[src/rtl/vector_finish_tracker_pkg.sv]
// vector_finish_tracker_pkg: shared state type, op encodings and default sizes
package vector_finish_tracker_pkg;
    typedef enum logic [1:0] {S_IDLE, S_RUN, S_DONE} state_t;
    localparam logic OP_DOWN = 1'b0;
    localparam logic OP_UP = 1'b1;
    localparam int DEF_N = 6;
    localparam int DEF_LANES = 4;
endpackage

[src/rtl/vector_finish_tracker_lane_mask_gen.sv]
// vector_finish_tracker_lane_mask_gen: remaining element count to thermometer lane mask
module vector_finish_tracker_lane_mask_gen
    import vector_finish_tracker_pkg::*;
#(
    parameter int N = DEF_N,
    parameter int LANES = DEF_LANES
) (
    input  logic [N:0]       i_remaining,
    output logic [LANES-1:0] o_mask
);
    for (genvar i = 0; i < LANES; i++) begin : g_lane
        assign o_mask[i] = i_remaining > (N+1)'(i);
    end
endmodule

[src/rtl/vector_finish_tracker.sv]
// vector_finish_tracker: walks a vector in LANES-wide beats and raises a sticky finished flag
module vector_finish_tracker
    import vector_finish_tracker_pkg::*;
#(
    parameter int N = DEF_N,
    parameter int LANES = DEF_LANES
) (
    input  logic             clk,
    input  logic             rst_n,
    input  logic             i_start,
    input  logic [N-1:0]     i_vector_len,
    input  logic             i_op_type,
    input  logic             i_stall,
    input  logic             i_abort,
    input  logic             i_ack,
    output logic [N-1:0]     o_counter,
    output logic             o_beat_valid,
    output logic [LANES-1:0] o_lane_mask,
    output logic             o_busy,
    output logic             o_finished,
    output logic             o_done_pulse
);
    localparam logic [N:0] L = (N+1)'(LANES);
    state_t r_state;
    logic [N-1:0] r_counter, r_len;
    logic r_op, r_finished, r_done_pulse;
    logic [N:0] w_remaining, w_sum;
    logic [N-1:0] w_next;
    logic w_last;
    logic [LANES-1:0] w_mask;
    // one extra bit keeps the up-count sum from wrapping at vector_len = 2^N-1
    assign w_remaining = r_op ? {1'b0, r_len} - {1'b0, r_counter} : {1'b0, r_counter};
    assign w_sum = {1'b0, r_counter} + L;
    assign w_next = r_op ? (w_sum >= {1'b0, r_len} ? r_len : w_sum[N-1:0])
                         : (w_remaining <= L ? '0 : r_counter - L[N-1:0]);
    assign w_last = w_remaining <= L;
    vector_finish_tracker_lane_mask_gen #(.N(N), .LANES(LANES)) u_mask (
        .i_remaining(w_remaining),
        .o_mask(w_mask)
    );
    assign o_beat_valid = r_state == S_RUN;
    assign o_busy = r_state == S_RUN;
    assign o_lane_mask = o_beat_valid ? w_mask : '0;
    assign o_counter = r_counter;
    assign o_finished = r_finished;
    assign o_done_pulse = r_done_pulse;
    always_ff @(posedge clk or negedge rst_n) begin
        if (!rst_n) begin
            r_state <= S_IDLE;
            r_counter <= '0;
            r_len <= '0;
            r_op <= OP_DOWN;
            r_finished <= 1'b0;
            r_done_pulse <= 1'b0;
        end else begin
            r_done_pulse <= 1'b0;
            case (r_state)
                S_RUN: begin
                    if (i_abort) begin
                        r_state <= S_IDLE;
                        r_counter <= '0;
                    end else if (!i_stall) begin
                        r_counter <= w_next;
                        if (w_last) begin
                            r_state <= S_DONE;
                            r_finished <= 1'b1;
                            r_done_pulse <= 1'b1;
                        end
                    end
                end
                default: begin
                    if (i_start) begin
                        r_len <= i_vector_len;
                        r_op <= i_op_type;
                        r_counter <= i_op_type == OP_UP ? '0 : i_vector_len;
                        r_state <= i_vector_len == '0 ? S_DONE : S_RUN;
                        r_finished <= i_vector_len == '0;
                        r_done_pulse <= i_vector_len == '0;
                    end else if (r_state == S_DONE && i_ack) begin
                        r_state <= S_IDLE;
                        r_finished <= 1'b0;
                        r_counter <= '0;
                    end
                end
            endcase
        end
    end
endmodule

[config.mk]
export PLATFORM = sky130hd
export DESIGN_NAME = vector_finish_tracker
export DESIGN_NICKNAME = d
export VERILOG_FILES = /design/src/rtl/vector_finish_tracker_pkg.sv /design/src/rtl/vector_finish_tracker_lane_mask_gen.sv /design/src/rtl/vector_finish_tracker.sv
export SDC_FILE = /design/constraint.sdc
export NUM_CORES = 1
export LEC_CHECK = 0
export BUFFER_PORTS_ARGS = -buffer_cell sky130_fd_sc_hd__clkbuf_2
export CORE_UTILIZATION = 40
export DETAILED_ROUTE_END_ITERATION = 8
export PLACE_DENSITY = 0.7
export REMOVE_ABC_BUFFERS = 1
export SYNTH_ARGS = -nofsm -noshare
export SYNTH_HDL_FRONTEND = slang
export SYNTH_SLANG_ARGS = --single-unit
[constraint.sdc]
create_clock -name clk -period 2.2 [get_ports clk]
set_input_delay 0.22 -clock clk [delete_from_list [all_inputs] [get_ports clk]]
set_output_delay 0.22 -clock clk [all_outputs]
set_load 0.01 [all_outputs]
==> results.json, run 1 <==
{
  "cts_buffers": 3,
  "drtAntennaViolNets": 0,
  "synth_seq_cells": 17,
  "path_class": "reg -> out",
  "postPlaceCellArea_um2": 1870,
  "syn_avg_cell_area_um2": 8.54,
  "fp-row-count": 22,
  "startpoint_type": "flop",
  "synthArstFlopShare_pct": 100,
  "place_inst": 272,
  "tightest_slew_ns": 0.537,
  "drtIter0Drc": 61,
  "hpwl_um": 3030,
  "yosysWarnings": 0,
  "hold_class": "in -> reg",
  "synth_edf_count": 0,
  "p_leak_nw": 1.04,
  "drc_errors": 0,
  "cp_data_required_time_ns": 1.98,
  "yosysTopAreaCellShare_pct": 28.0,
  "internal_power_mw": 2.40,
  "run_status": "finished, violations left",
  "power_density_nw_per_um2": 1970,
  "ios": 27,
  "io_buffers": 26,
  "first_pass_iters": 4,
  "synth.distinct_cells": 47,
  "final_hold_viol_count": 0,
  "cts_max_path_buffers": 2,
  "crit_path_end_kind": "output port",
  "seq_power_share_pct": 14.0,
  "worstPathArrival_ns": 2.22,
  "finClkSkew_ns": 0.00536,
  "dieArea_um2": 4050,
  "cts_root_buffer": "clkbuf_8",
  "grt_util_all_layers_pct": 21.2,
  "clk_latency_ns": 0.25,
  "dominantRegCellSynth": "dfrtp_1",
  "synthTopCellsByArea": "dfrtp_1 (28%), ha_1 (12%), mux2_2 (5.9%)",
  "synth_top_family_by_area": "compound AO/OA/AOI/OAI gates",
  "synth.most_common_cell": "inv_1",
  "synth_area_um2": 1520,
  "design_area_um2": 2220,
  "period_needed_ns": 2.44,
  "finalWirelength_um": 4170,
  "finalSetupTns_ns": -1.21,
  "fillCellCount": 318,
  "vias": 1588,
  "syn_to_final_growth_pct": 45.8,
  "core-area_um2": 3660,
  "syn_inst": 178,
  "path_max_fanout": 4,
  "grt_pass1_vias": 1483,
  "muxShareOfSynthArea_pct": 8.56,
  "synth_fa_ha_area_share_pct": 12.8,
  "fin_nets": 269,
  "final_cells": 288,
  "synthXorXnorAreaFrac_pct": 1.73,
  "grt_pass1_wl_um": 6710,
  "vdd_ir_drop_max_mv": 0.804,
  "holdWs_ns": 0.217,
  "p_sw_mw": 1.97,
  "cap_violations": 0,
  "die_h_um": 63.7,
  "pre_cts_slack_ns": -0.132,
  "overflow": 0,
  "cts_tree": "built",
  "h-tree-depth": 1,
  "min_period_over_period_pct": 111,
  "start_util_pct": 41.5,
  "antenna-diode-count": 0,
  "synth_compound_area_share_pct": 23.2,
  "drv_slew": 0,
  "wl_per_cell_um": 14.5,
  "clock-sinks": 17,
  "drive_above_1_share_pct": 45.4,
  "power.share.clock_pct": 5.4,
  "synth_top_cell_by_area": "dfrtp_1",
  "failed_checks": "negative setup slack",
  "power_frac_comb_pct": 80.6,
  "synth_commonest_cells": "inv_1 (20), dfrtp_1 (17), ha_1 (14), nand2_1 (14), o21ai_0 (14)",
  "max_freq_mhz": 410,
  "yosysSeqAreaShare_pct": 28.0,
  "fp.dieW_um": 63.7,
  "path_clk_slew_ns": 0.07,
  "vias_per_cell": 5.51,
  "finalSetupViolCount": 8,
  "switching_share_pct": 45.1,
  "slew_headroom_pct": 63.9,
  "synthSimpleGateAreaFrac_pct": 19.1,
  "antenna_found_initial": 0,
  "setup_ws_ns": -0.238,
  "grt_setup_unrepaired": "yes",
  "grt_max_degree": 18,
  "gp_congestion": 0.862
}
## cell families (layout without fill, tap and decap cells)
logic type               Yosys count  in the layout
buffers and inverters             25             87
AO/OA/AOI/OAI                     52             52
flip-flops                        17             17
AND/OR/NAND/NOR                   54             54
multiplexers                      12             12
XOR/XNOR                           3              3
adder cells (fa/ha/maj)           15             15
## registers in the layout (all words and copies together) (netlist names)
register and count:
o_done_pulse 1, o_finished 1, r_state 2, r_len 6
o_counter 6, r_op 1
## critical path, stage by stage (launching register included)
cell	delay, ns
dfrtp_1	0.37
inv_1	0.06
ha_2	0.18
inv_2	0.04
fa_2	0.37
nand2b_4	0.09
a21oi_2	0.05
a41o_1	0.26
nor3_4	0.18
nor3b_4	0.08
a31oi_1	0.13
buf_2	0.16
## cells in the final DEF (no fill, tap or decap), types with 2 or more instances in the layout
cell / n
ha_2: 3
nand2b_4: 3
nor4_1: 2
a31oi_1: 4
nor3_4: 2
mux2i_1: 4
o21ai_0: 11
o21ai_1: 2
nand2_1: 14
o22ai_1: 2
nor3_1: 3
buf_6: 2
a21o_1: 3
clkbuf_2: 22
nand2b_1: 2
buf_4: 34
clkbuf_8: 3
ha_1: 6
nand3b_1: 3
and2_1: 2
xor2_1: 2
mux2_2: 8
o211ai_1: 3
a32oi_1: 2
dfrtp_1: 16
inv_1: 16
ha_4: 5
a21oi_1: 7
buf_2: 4
inv_2: 4
a21oi_2: 3
nor2_1: 10
## power by group through the flow
stage                     registers [mW]  logic [mW]  clock network (mW)
after floorplan                    0.653        1.63                   0
after global placement             0.589        2.60                   0
after detailed placement           0.594        2.63                   0
after CTS                          0.601        2.98               0.237
after global routing               0.630        3.83               0.248
final                              0.611        3.52               0.236
## layout make-up
| class | count | area (um^2) | area share [%] |
|---|---|---|---|
| flip-flops and latches | 17 | 427 | 19.3 |
| clock buffers | 4 | 45.0 | 2.03 |
| inverters | 20 | 75.1 | 3.39 |
| multi-input cells | 136 | 1190 | 53.8 |
| well taps | 48 | 60.1 | 2.71 |
| repair buffers | 63 | 418 | 18.9 |
## final timing paths
| path | startpoint | to | slack, ns | cells after the start |
|---|---|---|---|---|
| hold / removal | i_vector_len[4] | r_len[4] | 0.22 | 2 |
| setup / recovery | r_len[0] | o_lane_mask[2] | -0.24 | 11 |
| hold reg to reg | o_finished | o_finished | 0.55 | 1 |
| setup reg to reg | r_len[0] | r_state[1] | -0.20 | 12 |
| min in group asynchronous | rst_n | r_len[5] | 0.43 | 2 |
| max in group asynchronous | rst_n | r_len[1] | 1.44 | 2 |
## metrics by stage
step / utilization [%] / power [mW]
global route: 60.5 / 4.71
floorplan: - / 2.29
global placement: 51.2 / 3.19
finish: 60.5 / 4.36
detailed placement: 51.2 / 3.22
CTS: 56.2 / 3.82
## per-layer routing
| metal | part of all wire, % | track usage, % | vias to the layer above |
|---|---|---|---|
| li1 | - | - | 773 |
| met1 | 44 | 26.6 | 752 |
| met2 | 50 | 36.4 | 50 |
| met3 | 3.1 | 1.99 | 13 |
| met4 | 2.4 | 9.09 | 0 |
| met5 | 0 | 0 | - |
## repair_timing
| item | in CTS | in global routing |
|---|---|---|
| endpoints found under the setup margin | 9 | 14 |
| pin swaps | 11 | 19 |
| hold buffers | 1 | 0 |
| setup buffers | 5 | 10 |
| gates resized for setup | 16 | 30 |
| hold endpoints to repair | 17 | 0 |
(Power assumes the default switching activity.)
==> inputs of run 2 (changes only) <==
--- a/config.mk
+++ b/config.mk
@@ -8,7 +8,7 @@
 export BUFFER_PORTS_ARGS = -buffer_cell sky130_fd_sc_hd__clkbuf_2
 export CORE_UTILIZATION = 40
 export DETAILED_ROUTE_END_ITERATION = 8
-export PLACE_DENSITY = 0.7
+export PLACE_DENSITY_LB_ADDON = 0.15
 export REMOVE_ABC_BUFFERS = 1
 export SYNTH_ARGS = -nofsm -noshare
 export SYNTH_HDL_FRONTEND = slang
==> run 2 against run 1 <==
  * The run still ends with negative setup slack left
  * First-iteration DRC count increased by 18%
  * Sequential share of layout area fell by 1.2 points
  * Flip-flop and latch count unchanged
  * Critical path type unchanged
  * Critical endpoint unchanged
  * Highest routed layer unchanged
==> results.json, run 2 (synthesis gave the netlist of run 1 again) <==
{
  "first_pass_iters": 4,
  "mostFrequentLayoutCells": "buf_4 (42), clkbuf_2 (22), dfrtp_1 (17), inv_1 (15), nand2_1 (14)",
  "syn_to_final_growth_pct": 54.9,
  "dieArea_um2": 4050,
  "grt_pass1_vias": 1501,
  "setup_ws_ns": -0.247,
  "path_class": "reg -> out",
  "clock-sinks": 17,
  "slew_headroom_pct": 60.8,
  "ios": 27,
  "h-tree-depth": 1,
  "worstPathArrival_ns": 2.23,
  "finalWirelength_um": 4700,
  "rr_startpoint": "o_counter[5]",
  "rr_worst_depth": 10,
  "crit_path_end_kind": "output port",
  "grt_max_degree": 18,
  "vias_per_cell": 5.45,
  "final_util_pct": 64.3,
  "drive_above_1_share_pct": 50.2,
  "failed_checks": "negative setup slack",
  "tightest_slew_ns": 0.582,
  "clk_latency_ns": 0.25,
  "final_cells": 297,
  "core-area_um2": 3660,
  "finClkSkew_ns": 0.000495,
  "wl_per_cell_um": 15.8,
  "vias": 1618,
  "cts_max_path_buffers": 2,
  "final_common_cell": "buf_4",
  "grt_util_all_layers_pct": 22.3,
  "pre_cts_slack_ns": -0.167,
  "cap_violations": 0,
  "fin_nets": 278,
  "cp-startpoint": "o_counter[3]",
  "hpwl_um": 3410,
  "grt_setup_unrepaired": "yes",
  "holdCritStartpoint": "i_op_type",
  "max_freq_mhz": 409,
  "start_util_pct": 41.5,
  "cts_buffers": 3,
  "drv_slew": 0,
  "period_needed_ns": 2.45,
  "hold_class": "in -> reg",
  "antenna_found_initial": 0,
  "crit_path_end": "o_lane_mask[2]",
  "antenna-diode-count": 0,
  "min_period_over_period_pct": 111,
  "cts_tree": "built",
  "rrSetupSlack_ns": -0.14,
  "run_status": "finished, violations left",
  "die_h_um": 63.7,
  "path_clk_slew_ns": 0.07,
  "drtIter0Drc": 72,
  "cp_data_required_time_ns": 1.98,
  "drc_errors": 0,
  "io_buffers": 26,
  "r2r-end": "r_state[1]",
  "path_max_fanout": 4,
  "fp.dieW_um": 63.7,
  "cts_root_buffer": "clkbuf_8",
  "grt_pass1_wl_um": 7040,
  "finalSetupViolCount": 9,
  "fp-row-count": 22,
  "gp_congestion": 0.906,
  "startpoint_type": "flop",
  "finalSetupTns_ns": -1.16,
  "drtAntennaViolNets": 0,
  "fillCellCount": 314,
  "overflow": 0,
  "place_inst": 281,
  "final_hold_viol_count": 0
}
[run 2: cell count changes in the layout (fill, tap and decap cells not counted), sizes merged]
cell,previous run,this run
buf,40,49
clkbuf,26,25
clkinv,0,1
[run 2: critical path, stage by stage, from the launching register on]
cell and delay [ns]:
dfrtp_1 0.36, inv_1 0.07, ha_1 0.34, a21o_1 0.21, a31oi_2 0.26, a21boi_4 0.09, nor3_4 0.25, nor3b_4 0.08
a31oi_1 0.15, buf_2 0.15
[run 2: cell type report]
class / count / area (um^2) / share of cell area [%]
clock buffers: 3 / 41.3 / 1.75
well taps: 48 / 60.1 / 2.55
flip-flops and latches: 17 / 425 / 18.1
multi-input cells: 136 / 1260 / 53.5
clock inverters: 1 / 5.00 / 0.213
inverters: 20 / 75.1 / 3.19
repair buffers: 72 / 489 / 20.8
[run 2: layer usage]
metal / GRT usage, % / vias up / routed length, um
met2: 38.6 / 30 / 2390
met3: 1.09 / 8 / 134
met4: 3.41 / 0 / 91
met5: 0 / - / 0
li1: - / 788 / -
met1: 31.1 / 792 / 2080
[run 2: how the worst min path moves through the flow]
stage,cells after the start,slack [ns],to
detailed placement,1,0.18,o_finished
global route,2,0.23,r_op
finish,2,0.23,r_op
floorplan,0,-0.08,o_counter[0]
global placement,1,0.18,o_finished
CTS,2,0.23,r_op
[run 2: timing repair]
action	in CTS	in global routing
hold buffers	1	0
resized for setup	13	44
setup endpoints to repair	14	14
setup buffers	2	10
hold endpoints to repair	17	0
pin swaps	8	19
[run 2: metrics by stage]
stage | hold WS (ns) | area, um^2
floorplan | -0.0756 | 1500
global placement | 0.176 | 1940
detailed placement | 0.180 | 1940
CTS | 0.228 | 2070
global route | 0.234 | 2350
finish | 0.228 | 2350
Power of run 2 is not shown: default switching activity piles up to over one toggle a cycle in this logic, so the estimate is an artifact.
